File: src/rtl/risk_sequencer.sv
// Command sequencer for the risk matrix engine: host commands are queued in a
// small FIFO and replayed onto the engine ports, each held for its latency.
module risk_sequencer #(
  parameter int unsigned LOGCNT  = 5,
  parameter int unsigned DEPTH   = 4,
  parameter int unsigned MEM_LAT = 2,
  parameter int unsigned ALU_LAT = 4
) (
  input  logic                    clk,
  input  logic                    resetn,
  input  logic                    cmd_valid,
  output logic                    cmd_ready,
  input  logic [2:0]              cmd_func,
  input  logic [4:0]              cmd_reg,
  input  logic [10+LOGCNT-1:0]    cmd_addr,
  input  logic [10+LOGCNT-2:0]    cmd_stride_x,
  input  logic [10+LOGCNT-2:0]    cmd_stride_y,
  output logic [2:0]              risk_func,
  output logic [4:0]              risk_reg,
  output logic [10+LOGCNT-1:0]    risk_addr,
  output logic [10+LOGCNT-2:0]    risk_stride_x,
  output logic [10+LOGCNT-2:0]    risk_stride_y,
  output logic [$clog2(DEPTH):0]  level,
  output logic                    busy,
  output logic [15:0]             retired
);

  localparam int unsigned AW      = 10 + LOGCNT;
  localparam int unsigned SW      = 10 + LOGCNT - 1;
  localparam int unsigned PW      = $clog2(DEPTH);
  localparam int unsigned LW      = PW + 1;
  localparam int unsigned EW      = 3 + 5 + AW + 2 * SW;
  localparam int unsigned MAX_LAT = (ALU_LAT > MEM_LAT) ? ALU_LAT : MEM_LAT;
  localparam int unsigned CW      = (MAX_LAT > 2) ? $clog2(MAX_LAT) : 1;

  localparam logic [0:0] S_IDLE = 1'b0;
  localparam logic [0:0] S_HOLD = 1'b1;

  logic [0:0]    state_q, state_d;
  logic [CW-1:0] cnt_q, cnt_d;
  logic [PW-1:0] wr_ptr_q, wr_ptr_d;
  logic [PW-1:0] rd_ptr_q, rd_ptr_d;
  logic [LW-1:0] level_q, level_d;
  logic          ready_q, ready_d;
  logic          busy_q, busy_d;
  logic [15:0]   retired_q, retired_d;
  logic [2:0]    func_q, func_d;
  logic [4:0]    reg_q, reg_d;
  logic [AW-1:0] addr_q, addr_d;
  logic [SW-1:0] sx_q, sx_d;
  logic [SW-1:0] sy_q, sy_d;
  logic [EW-1:0] mem_q [DEPTH];
  logic [EW-1:0] mem_d [DEPTH];

  logic          push;
  logic          pop;
  logic [2:0]    h_func;
  logic [4:0]    h_reg;
  logic [AW-1:0] h_addr;
  logic [SW-1:0] h_sx;
  logic [SW-1:0] h_sy;

  assign {h_func, h_reg, h_addr, h_sx, h_sy} = mem_q[rd_ptr_q];

  // FIFO bookkeeping plus the IDLE/HOLD issue machine
  always_comb begin
    state_d   = state_q;
    cnt_d     = cnt_q;
    wr_ptr_d  = wr_ptr_q;
    rd_ptr_d  = rd_ptr_q;
    retired_d = retired_q;
    func_d    = func_q;
    reg_d     = reg_q;
    addr_d    = addr_q;
    sx_d      = sx_q;
    sy_d      = sy_q;
    mem_d     = mem_q;
    pop       = 1'b0;
    push      = cmd_valid && ready_q;

    if (push) begin
      mem_d[wr_ptr_q] = {cmd_func, cmd_reg, cmd_addr, cmd_stride_x, cmd_stride_y};
      wr_ptr_d        = wr_ptr_q + PW'(1);
    end

    case (state_q)
      S_IDLE: begin
        if (level_q != '0) begin
          pop      = 1'b1;
          rd_ptr_d = rd_ptr_q + PW'(1);
          if (h_func != 3'b000) begin
            func_d  = h_func;
            reg_d   = h_reg;
            addr_d  = h_addr;
            sx_d    = h_sx;
            sy_d    = h_sy;
            cnt_d   = (h_func == 3'b001 || h_func == 3'b010) ? CW'(MEM_LAT - 1)
                                                             : CW'(ALU_LAT - 1);
            state_d = S_HOLD;
          end else begin
            retired_d = retired_q + 16'd1;
          end
        end
      end
      S_HOLD: begin
        if (cnt_q != '0) begin
          cnt_d = cnt_q - CW'(1);
        end else begin
          retired_d = retired_q + 16'd1;
          func_d    = 3'b000;
          state_d   = S_IDLE;
        end
      end
      default: state_d = S_IDLE;
    endcase

    level_d = level_q + LW'(push) - LW'(pop);
    ready_d = level_d < LW'(DEPTH);
    busy_d  = (state_d == S_HOLD) || (level_d != '0);
  end

  always_ff @(posedge clk) begin
    if (!resetn) begin
      state_q   <= S_IDLE;
      cnt_q     <= '0;
      wr_ptr_q  <= '0;
      rd_ptr_q  <= '0;
      level_q   <= '0;
      ready_q   <= 1'b1;
      busy_q    <= 1'b0;
      retired_q <= '0;
      func_q    <= '0;
      reg_q     <= '0;
      addr_q    <= '0;
      sx_q      <= '0;
      sy_q      <= '0;
    end else begin
      state_q   <= state_d;
      cnt_q     <= cnt_d;
      wr_ptr_q  <= wr_ptr_d;
      rd_ptr_q  <= rd_ptr_d;
      level_q   <= level_d;
      ready_q   <= ready_d;
      busy_q    <= busy_d;
      retired_q <= retired_d;
      func_q    <= func_d;
      reg_q     <= reg_d;
      addr_q    <= addr_d;
      sx_q      <= sx_d;
      sy_q      <= sy_d;
    end
  end

  // Storage needs no reset: pointers and level define which entries are live
  always_ff @(posedge clk) begin
    mem_q <= mem_d;
  end

  assign cmd_ready     = ready_q;
  assign risk_func     = func_q;
  assign risk_reg      = reg_q;
  assign risk_addr     = addr_q;
  assign risk_stride_x = sx_q;
  assign risk_stride_y = sy_q;
  assign level         = level_q;
  assign busy          = busy_q;
  assign retired       = retired_q;

endmodule
File: config.mk
export PLATFORM = sky130hd
export DESIGN_NAME = risk_sequencer
export DESIGN_NICKNAME = d
export VERILOG_FILES = /design/src/rtl/risk_sequencer.sv
export SDC_FILE = /design/constraint.sdc
export NUM_CORES = 1
export LEC_CHECK = 0
export CAP_MARGIN = 20
export CORE_MARGIN = 4
export CORE_UTILIZATION = 55
export CTS_CLUSTER_DIAMETER = 80
export CTS_CLUSTER_SIZE = 28
export DETAILED_ROUTE_END_ITERATION = 10
export PLACE_DENSITY_LB_ADDON = 0.05
export SETUP_SLACK_MARGIN = 0.02
export SYNTH_ARGS = -nofsm -noshare
export SYNTH_HDL_FRONTEND = slang
export SYNTH_SLANG_ARGS = --single-unit
File: constraint.sdc
create_clock -name clk -period 4.7 [get_ports clk]
set_clock_uncertainty 0.1 [all_clocks]
set_input_delay 0.47 -clock clk [delete_from_list [all_inputs] [get_ports clk]]
set_output_delay 0.47 -clock clk [all_outputs]
set_load 0.02 [all_outputs]
# [After elaboration in Yosys (flattened, before gate mapping)]
# Cells that the tools add are included.
[totals] register_bits=283 inputBits=54 out_inout_bits=72 wordCells=75
[classes] n_addsub=6 order_cmp=4 eq_ne=7 n_mux=25 bitwise_logic=3 reduce_logical=13
[op_table] op="204-bit bitwise mux" count=1
[op_table] op="51-bit 2-to-1 mux" count=3
[op_table] op="51-bit binary-select mux with 2-bit select" count=1
[op_table] op="51-bit demux with 2-bit select" count=1
[op_table] op="16-bit 2-to-1 mux" count=3
[op_table] op="16-bit one-hot mux with 2 select lines" count=1
[op_table] op="16-bit by 1-bit adder with 16-bit output (second input constant)" count=1
[op_table] op="3-bit AND reduction" count=4
[op_table] op="3-bit 2-to-1 mux" count=3
[op_table] op="3-bit nonzero test" count=3
[op_table] op="2-bit 2-to-1 mux" count=4
[op_table] op="2-bit inequality test (second input constant)" count=4
[op_table] op="3-bit >= comparator (second input constant)" count=2
[op_table] op="2-bit NOT with 3-bit output" count=2
[op_table] op="3-bit one-hot mux with 2 select lines" count=1
[op_table] op="1-bit 2-to-1 mux" count=5
[op_table] op="2-bit by 1-bit adder with 2-bit output (second input constant)" count=2
[op_table] op="2-bit one-hot mux with 2 select lines" count=1
[op_table] op="3-bit by 1-bit adder with 3-bit output" count=1
[op_table] op="3-bit by 1-bit == test with 1-bit output (second input constant)" count=1
[op_table] op="3-bit by 2-bit == test with 1-bit output (second input constant)" count=1
[op_table] op="3-bit by 1-bit less-than comparator with 1-bit output (second input constant)" count=1
[op_table] op="3-bit less-than comparator (second input constant)" count=1
[op_table] op="3-bit by 1-bit subtractor with 3-bit output" count=1
[op_table] op="8 further kinds" count=10

# [Longest topological paths before layout]
# Gate-level depths: netlist of run 1.
[logic_depth] ltp_word=10 ltp_mapped=11 ltp_nobuf=11

# [Worst setup path after synthesis of run 1]
# Ideal clock, no wire load.
[synth_timing] path_kind="flip-flop to flip-flop" startpoint="register level_q[1], in the netlist level[1]" endpoint="register busy_q, in the netlist busy" setup_ns=0.128 arrival_time_ns=2.432 t_required_ns=4.472 setup_slack_ns=2.040 path_stages_with_launch=12 n_path_buf=0 period_less_slack_ns=2.660 path_cell_list="dfxtp_1 -> nor3_1 -> nor2_1 -> ha_1 -> inv_1 -> ha_1 -> inv_1 -> fa_1 -> xnor2_1 -> xnor2_1 -> nor4b_1 -> nor2_1"
[synth_via] elab_chain_len=6 elab_cells_between_ends=9 cone_classes="add/sub (2); mux (4); reduce/logical (3)"
[synth_rtl] item="start, declared" line_no="43" source="logic [LW-1:0] level_q, level_d;"
[synth_rtl] item="start signal, assigned" line_no="142" source="level_q <= level_d;"
[synth_rtl] item="parallel branches: the longest is 5 deep, another holds 3-bit by 1-bit adder with 3-bit output"
[synth_rtl] item="1-bit logical OR (*)" line_no="119" source="busy_d = (state_d == S_HOLD) || (level_d != '0);"
[synth_rtl] item="end signal, assigned" line_no="144" source="busy_q <= busy_d;"
[synth_rtl] item="end, declared" line_no="45" source="logic busy_q, busy_d;"
# Every way passes the cells marked *.
# A chain may end at the register's enable or synchronous reset.

# [Worst setup path in the final report of run 1]
# Ends and elaborated chain as after synthesis.

==> flow_summary.json, run 1 <==
{
  "crit_type": "flip-flop to flip-flop",
  "io_buffer_count": 125,
  "fin_nets": 828,
  "gp_routability_congestion": 0.784,
  "power_density_nw_per_um2": 561,
  "synth_area_um2": 10400,
  "worst_slack_ps": 1770,
  "crit_required_ps": 4950,
  "grt_pass1_vias": 5993,
  "cts_buffer_depth": 3,
  "pin_count": 126,
  "synth_nets": 709,
  "grt_pass1_wl_um": 31600,
  "yosysSeqAreaShare": 0.738,
  "firstDrtPassIters": 4,
  "p_total_mw": 6.95,
  "syn2layout_area_growth_pct": 18.6,
  "leakage_nw": 3.97,
  "ant_nets": 0,
  "layout.area.seq_um2": 7710,
  "clk_latency_ps": 490,
  "worst_hold_slack_ps": 360,
  "fmax_mhz": 341,
  "insertedDiodeCount": 0,
  "totalWireLength_um": 20000,
  "wire_per_inst_um": 19.8,
  "coreArea_um2": 18700,
  "drc_errors": 0,
  "hold_viol_final": 0,
  "finalNonFillerCells": 1007,
  "yosysUniqueCellTypes": 37,
  "synth_warnings": 0,
  "grtUsageMet2": 0.333,
  "die_h_um": 146,
  "root_buffer": "clkbuf_16",
  "use_met3": 0.0311,
  "gr-usage-met1": 0.240,
  "fin_tns_setup_ps": 0,
  "cts_setup_buffers": 0,
  "grt_usage": 0.186,
  "ctsResizeCount": 0,
  "row_count": 50,
  "die-area_um2": 21300,
  "htreeDepth": 1,
  "cts_hold_buf": 0,
  "crit_fanout": 7,
  "hold_class": "flip-flop to flip-flop",
  "initial_core_util": 0.558,
  "vias": 5763,
  "max_slew_margin": 0.412,
  "die_w_um": 146,
  "rsz0062_at_grt": "false",
  "async_flop_share": 0,
  "place_ws_ps": 1740,
  "ys_seq_elements": 283,
  "overflow": 0,
  "status": "completed",
  "largest_register_ffs": 204,
  "placed_cells": 983,
  "antenna_found_initial": 0,
  "drt_iter0_drc": 302,
  "top_usage_layer": "met2",
  "cp-end-kind": "flip-flop",
  "regMostFlops": "mem_q",
  "worst_slew_pin_slew_ps": 881,
  "synthCells": 646,
  "fin_crit_sh": 0.623,
  "drive_gt1_frac": 0.118,
  "dp_hpwl_um": 12400,
  "fillers": 1298,
  "avgViaCountPerCell": 5.72,
  "start_kind": "flip-flop",
  "cts_tree": "built",
  "cap_violations": 0,
  "drv_slew": 0,
  "multi_input_area_um2": 2560,
  "synth.avg_cell_area_um2": 16.2,
  "final-setup-viol-count": 0,
  "synth-edff-count": 204,
  "ys.flop_type": "edfxtp_1",
  "cts_sinks": 283,
  "cts_made_buffers": 14,
  "min_period_ps": 2930,
  "grt_max_degree": 49,
  "peakVddDrop_v": 0.000429,
  "clk_pin_slew_ps": 100,
  "cp_data_arrival_time_ps": 3170
}
## through the flow
| step | instance area (um2) | util |
|---|---|---|
| 2_1_floorplan | 10400 | - |
| 3_3_place_gp | 11900 | 0.638 |
| 3_5_place_dp | 12000 | 0.640 |
| 4_1_cts | 12400 | 0.662 |
| 5_1_grt | 12400 | 0.662 |
| 6_report | 12400 | 0.662 |
## cell usage after synthesis, types with 2 or more instances
library cell / number / area [um2]
a21oi_1: 63 / 315
nor4b_1: 2 / 17.5
buf_2: 3 / 15.0
clkbuf_1: 27 / 101
nor4_1: 2 / 12.5
and2_1: 5 / 31.3
o31ai_1: 3 / 22.5
buf_4: 2 / 15.0
inv_1: 13 / 48.8
nand2_1: 106 / 398
or3_1: 11 / 68.8
a22oi_1: 3 / 22.5
ha_1: 8 / 100
xor2_1: 2 / 17.5
mux4_2: 51 / 1150
and4_1: 2 / 17.5
xnor2_1: 7 / 61.3
nand4_1: 2 / 12.5
a32oi_1: 2 / 17.5
edfxtp_1: 204 / 6130
o21ai_0: 10 / 50.1
nor3_1: 3 / 15.0
and3_1: 4 / 25.0
nor2_1: 14 / 52.6
nand3_1: 5 / 25.0
dfxtp_1: 79 / 1580
or4_1: 3 / 22.5
## cells by family after synthesis
logic type,share of synthesized area
AO/OA/AOI/OAI,0.0464
XOR/XNOR,0.00755
adder cells (fa/ha/maj),0.0115
buffers and inverters,0.0187
flip-flops,0.738
multiplexers,0.110
AND/OR/NAND/NOR,0.0680
## final timing paths
path | from | end | slack [ps] | cells past startpoint
setup / recovery | level[1] | busy | 1770 | 11
hold / removal | risk_stride_y[7] | risk_stride_y[7] | 360 | 2
setup reg to reg | level[1] | busy | 1770 | 11
hold reg to reg | risk_stride_y[7] | risk_stride_y[7] | 360 | 2
## area by class of cell
cell class | count | share of cell area
inverter | 14 | 0.00424
sequential | 283 | 0.622
tap | 234 | 0.0236
clock buffer | 20 | 0.0318
clock inverter | 4 | 0.00263
multi-input combinational | 316 | 0.207
timing repair buffer | 136 | 0.109
## critical path, stage by stage (launching register included)
cell,delay [ps]
dfxtp_1,380
nor3_1,450
nor2_1,260
ha_1,340
inv_1,60
ha_1,130
inv_1,50
fa_1,370
xnor2_1,150
xnor2_1,150
nor4b_1,290
nor2_1,70
## cells in the final DEF, fill, tap and decap left out, types with 2 or more instances in the layout
| master | netlist | layout |
|---|---|---|
| edfxtp_1 | 204 | 204 |
| clkdlybuf4s50_1 | 0 | 125 |
| nand2_1 | 106 | 106 |
| dfxtp_1 | 79 | 77 |
| a21oi_1 | 63 | 63 |
| mux4_2 | 51 | 51 |
| clkbuf_16 | 0 | 15 |
| nor2_1 | 14 | 14 |
| inv_1 | 13 | 13 |
| or3_1 | 11 | 11 |
| o21ai_0 | 10 | 10 |
| buf_4 | 2 | 10 |
| ha_1 | 8 | 8 |
| xnor2_1 | 7 | 7 |
| and2_1 | 5 | 5 |
| nand3_1 | 5 | 5 |
| clkbuf_1 | 27 | 5 |
| and3_2 | 0 | 4 |
| nor3_1 | 3 | 3 |
| o31ai_1 | 3 | 3 |
| or4_1 | 3 | 3 |
| a22oi_1 | 3 | 3 |
| and4_1 | 2 | 2 |
| nand4_1 | 2 | 2 |
| nor4_1 | 2 | 2 |
| a32oi_1 | 2 | 2 |
| nor4b_1 | 2 | 2 |
| xor2_1 | 2 | 2 |
## layer usage
layer | vias to the layer above | routed length (um)
li1 | 2673 | -
met1 | 2916 | 8260
met2 | 151 | 10300
met3 | 23 | 1130
met4 | 0 | 303
met5 | - | 0
## report_power, final
group	total, mW	internal (mW)	switching (mW)
combinational	2.23	1.01	1.23
clock	1.34	0.606	0.735
sequential	3.38	3.11	0.272
Power figures use the tool's default switching activity.
==> run 2, diff against run 1 <==
- clock period: 4.7 -> 2.7 ns (I/O delays scaled with it)
==> flow_summary.json, run 2 (synthesized netlist as in run 1, its figures left out) <==
{
  "status": "completed",
  "grt_max_degree": 45,
  "root_buffer": "clkbuf_16",
  "crit_type": "flip-flop to flip-flop",
  "firstDrtPassIters": 5,
  "drive_gt1_frac": 0.127,
  "cts_buffer_depth": 3,
  "r2r_start": "level[1]",
  "coreArea_um2": 18700,
  "io_buffer_count": 125,
  "finalNonFillerCells": 1015,
  "crit_end": "busy",
  "drt_iter0_drc": 332,
  "row_count": 50,
  "grt_usage": 0.187,
  "die_w_um": 146,
  "startpoint": "level[1]",
  "worst_slew_pin_slew_ps": 894,
  "cts_made_buffers": 14,
  "regMostFlops": "mem_q",
  "min_period_ps": 2510,
  "antenna_found_initial": 0,
  "cts_tree": "built",
  "drc_errors": 0,
  "avgViaCountPerCell": 5.62,
  "cp_data_arrival_time_ps": 2760,
  "fmax_mhz": 399,
  "gp_routability_congestion": 0.794,
  "largest_register_ffs": 204,
  "place_area_um2": 12100,
  "start_kind": "flip-flop",
  "syn2layout_area_growth_pct": 19.7,
  "overflow": 0,
  "power_density_nw_per_um2": 979,
  "worst_hold_slack_ps": 318,
  "peakVddDrop_v": 0.000619,
  "utilization": 0.668,
  "insertedDiodeCount": 0,
  "crit_fanout": 5,
  "die-area_um2": 21300,
  "final-setup-viol-count": 0,
  "rsz0062_at_grt": "false",
  "crit_required_ps": 2950,
  "final_cell_mix": "edfxtp_1, clkdlybuf4s50_1, nand2_1",
  "layout_commonest_cell": "edfxtp_1",
  "r2r_cells": 11,
  "pin_count": 126,
  "cap_violations": 0,
  "htreeDepth": 1,
  "grt_pass1_wl_um": 31800,
  "cp-end-kind": "flip-flop",
  "fin_tns_setup_ps": 0,
  "initial_core_util": 0.558,
  "leakage_nw": 4.02,
  "vias": 5707,
  "clk_latency_ps": 480,
  "postLayoutCellArea_um2": 12500,
  "wire_per_inst_um": 19.7,
  "fin_crit_sh": 0.928,
  "drv_slew": 0,
  "fillers": 1294,
  "cts_sinks": 283,
  "clk_pin_slew_ps": 100,
  "die_h_um": 146,
  "fin_nets": 836,
  "totalWireLength_um": 20000,
  "hold_viol_final": 0,
  "hold_class": "input pin to flip-flop",
  "ant_nets": 0,
  "max_slew_margin": 0.404,
  "r2r-end": "busy",
  "grt_pass1_vias": 5968,
  "dp_hpwl_um": 12300,
  "cts_hold_buf": 0,
  "rrSetupSlack_ps": 190,
  "placed_cells": 991
}
## run 2: changes by cell type in the layout (fill, tap and decap cells not counted), sizes merged
cell / before / now
buf: 11 / 19
## run 2: area by class of cell
| cell class | count | area, um2 | share of cell area |
|---|---|---|---|
| Tap cell | 234 | 293 | 0.0234 |
| Timing Repair Buffer | 144 | 1460 | 0.116 |
| Sequential cell | 283 | 7710 | 0.617 |
| Inverter | 14 | 52.6 | 0.00420 |
| Clock buffer | 20 | 394 | 0.0315 |
| Multi-Input combinational cell | 316 | 2560 | 0.205 |
| Clock inverter | 4 | 31.3 | 0.00250 |
## run 2: what timing repair did
action | CTS | global route
setup buffers | 0 | 0
setup endpoints to repair | 0 | 1
gates resized for setup | 0 | 1
## run 2: metrics by stage
step | total power, mW | worst slack [ps]
finish | 12.2 | 193
CTS | 12.4 | 144
floorplan | 8.37 | 39.9
global placement | 9.99 | 150
global route | 12.9 | 25.6
detailed placement | 10.1 | 40.5
## run 2: worst min-delay path by stage
stage / from / to / slack, ps / cells past startpoint
2_1_floorplan: cmd_stride_y[0] / mem_q[0] / 270 / 0
3_3_place_gp: risk_stride_y[7] / risk_stride_y[7] / 340 / 2
3_5_place_dp: risk_stride_x[9] / risk_stride_x[9] / 350 / 2
4_1_cts: cmd_stride_y[0] / mem_q[0] / 300 / 1
5_1_grt: cmd_stride_x[4] / mem_q[120] / 300 / 1
6_report: cmd_stride_y[0] / mem_q[51] / 320 / 1
## run 2: layer usage
metal	global-route usage	vias up	wire length, um
met1	0.237	2875	8170
met2	0.342	132	10500
met3	0.0358	14	1100
met4	0.0299	0	182
met5	0	-	0
li1	-	2686	-
## run 2: power breakdown
group	internal [mW]	leakage (nW)	switching, mW	total (mW)
combinational	1.87	1.31	2.28	4.16
clock	1.05	0.203	1.27	2.33
sequential	5.40	2.51	0.357	5.76
total	8.33	4.02	3.91	12.2
## run 2: worst max-delay path, cell delays in order, from the launching register on
cell     delay [ps]
dfxtp_1         390
nor3_2          220
nor2_1           80
ha_1            280
inv_1            50
ha_1            140
inv_1            50
fa_1            380
xnor2_1         150
xnor2_1         140
nor4b_1         320
nor2_1           90
==> run 3, diff against run 2 <==
- ABC_AREA: default -> 0
- SETUP_SLACK_MARGIN: 0.02 -> default
==> results of run 3 <==
Final layout, timing and power as in run 2 (identical DEF).
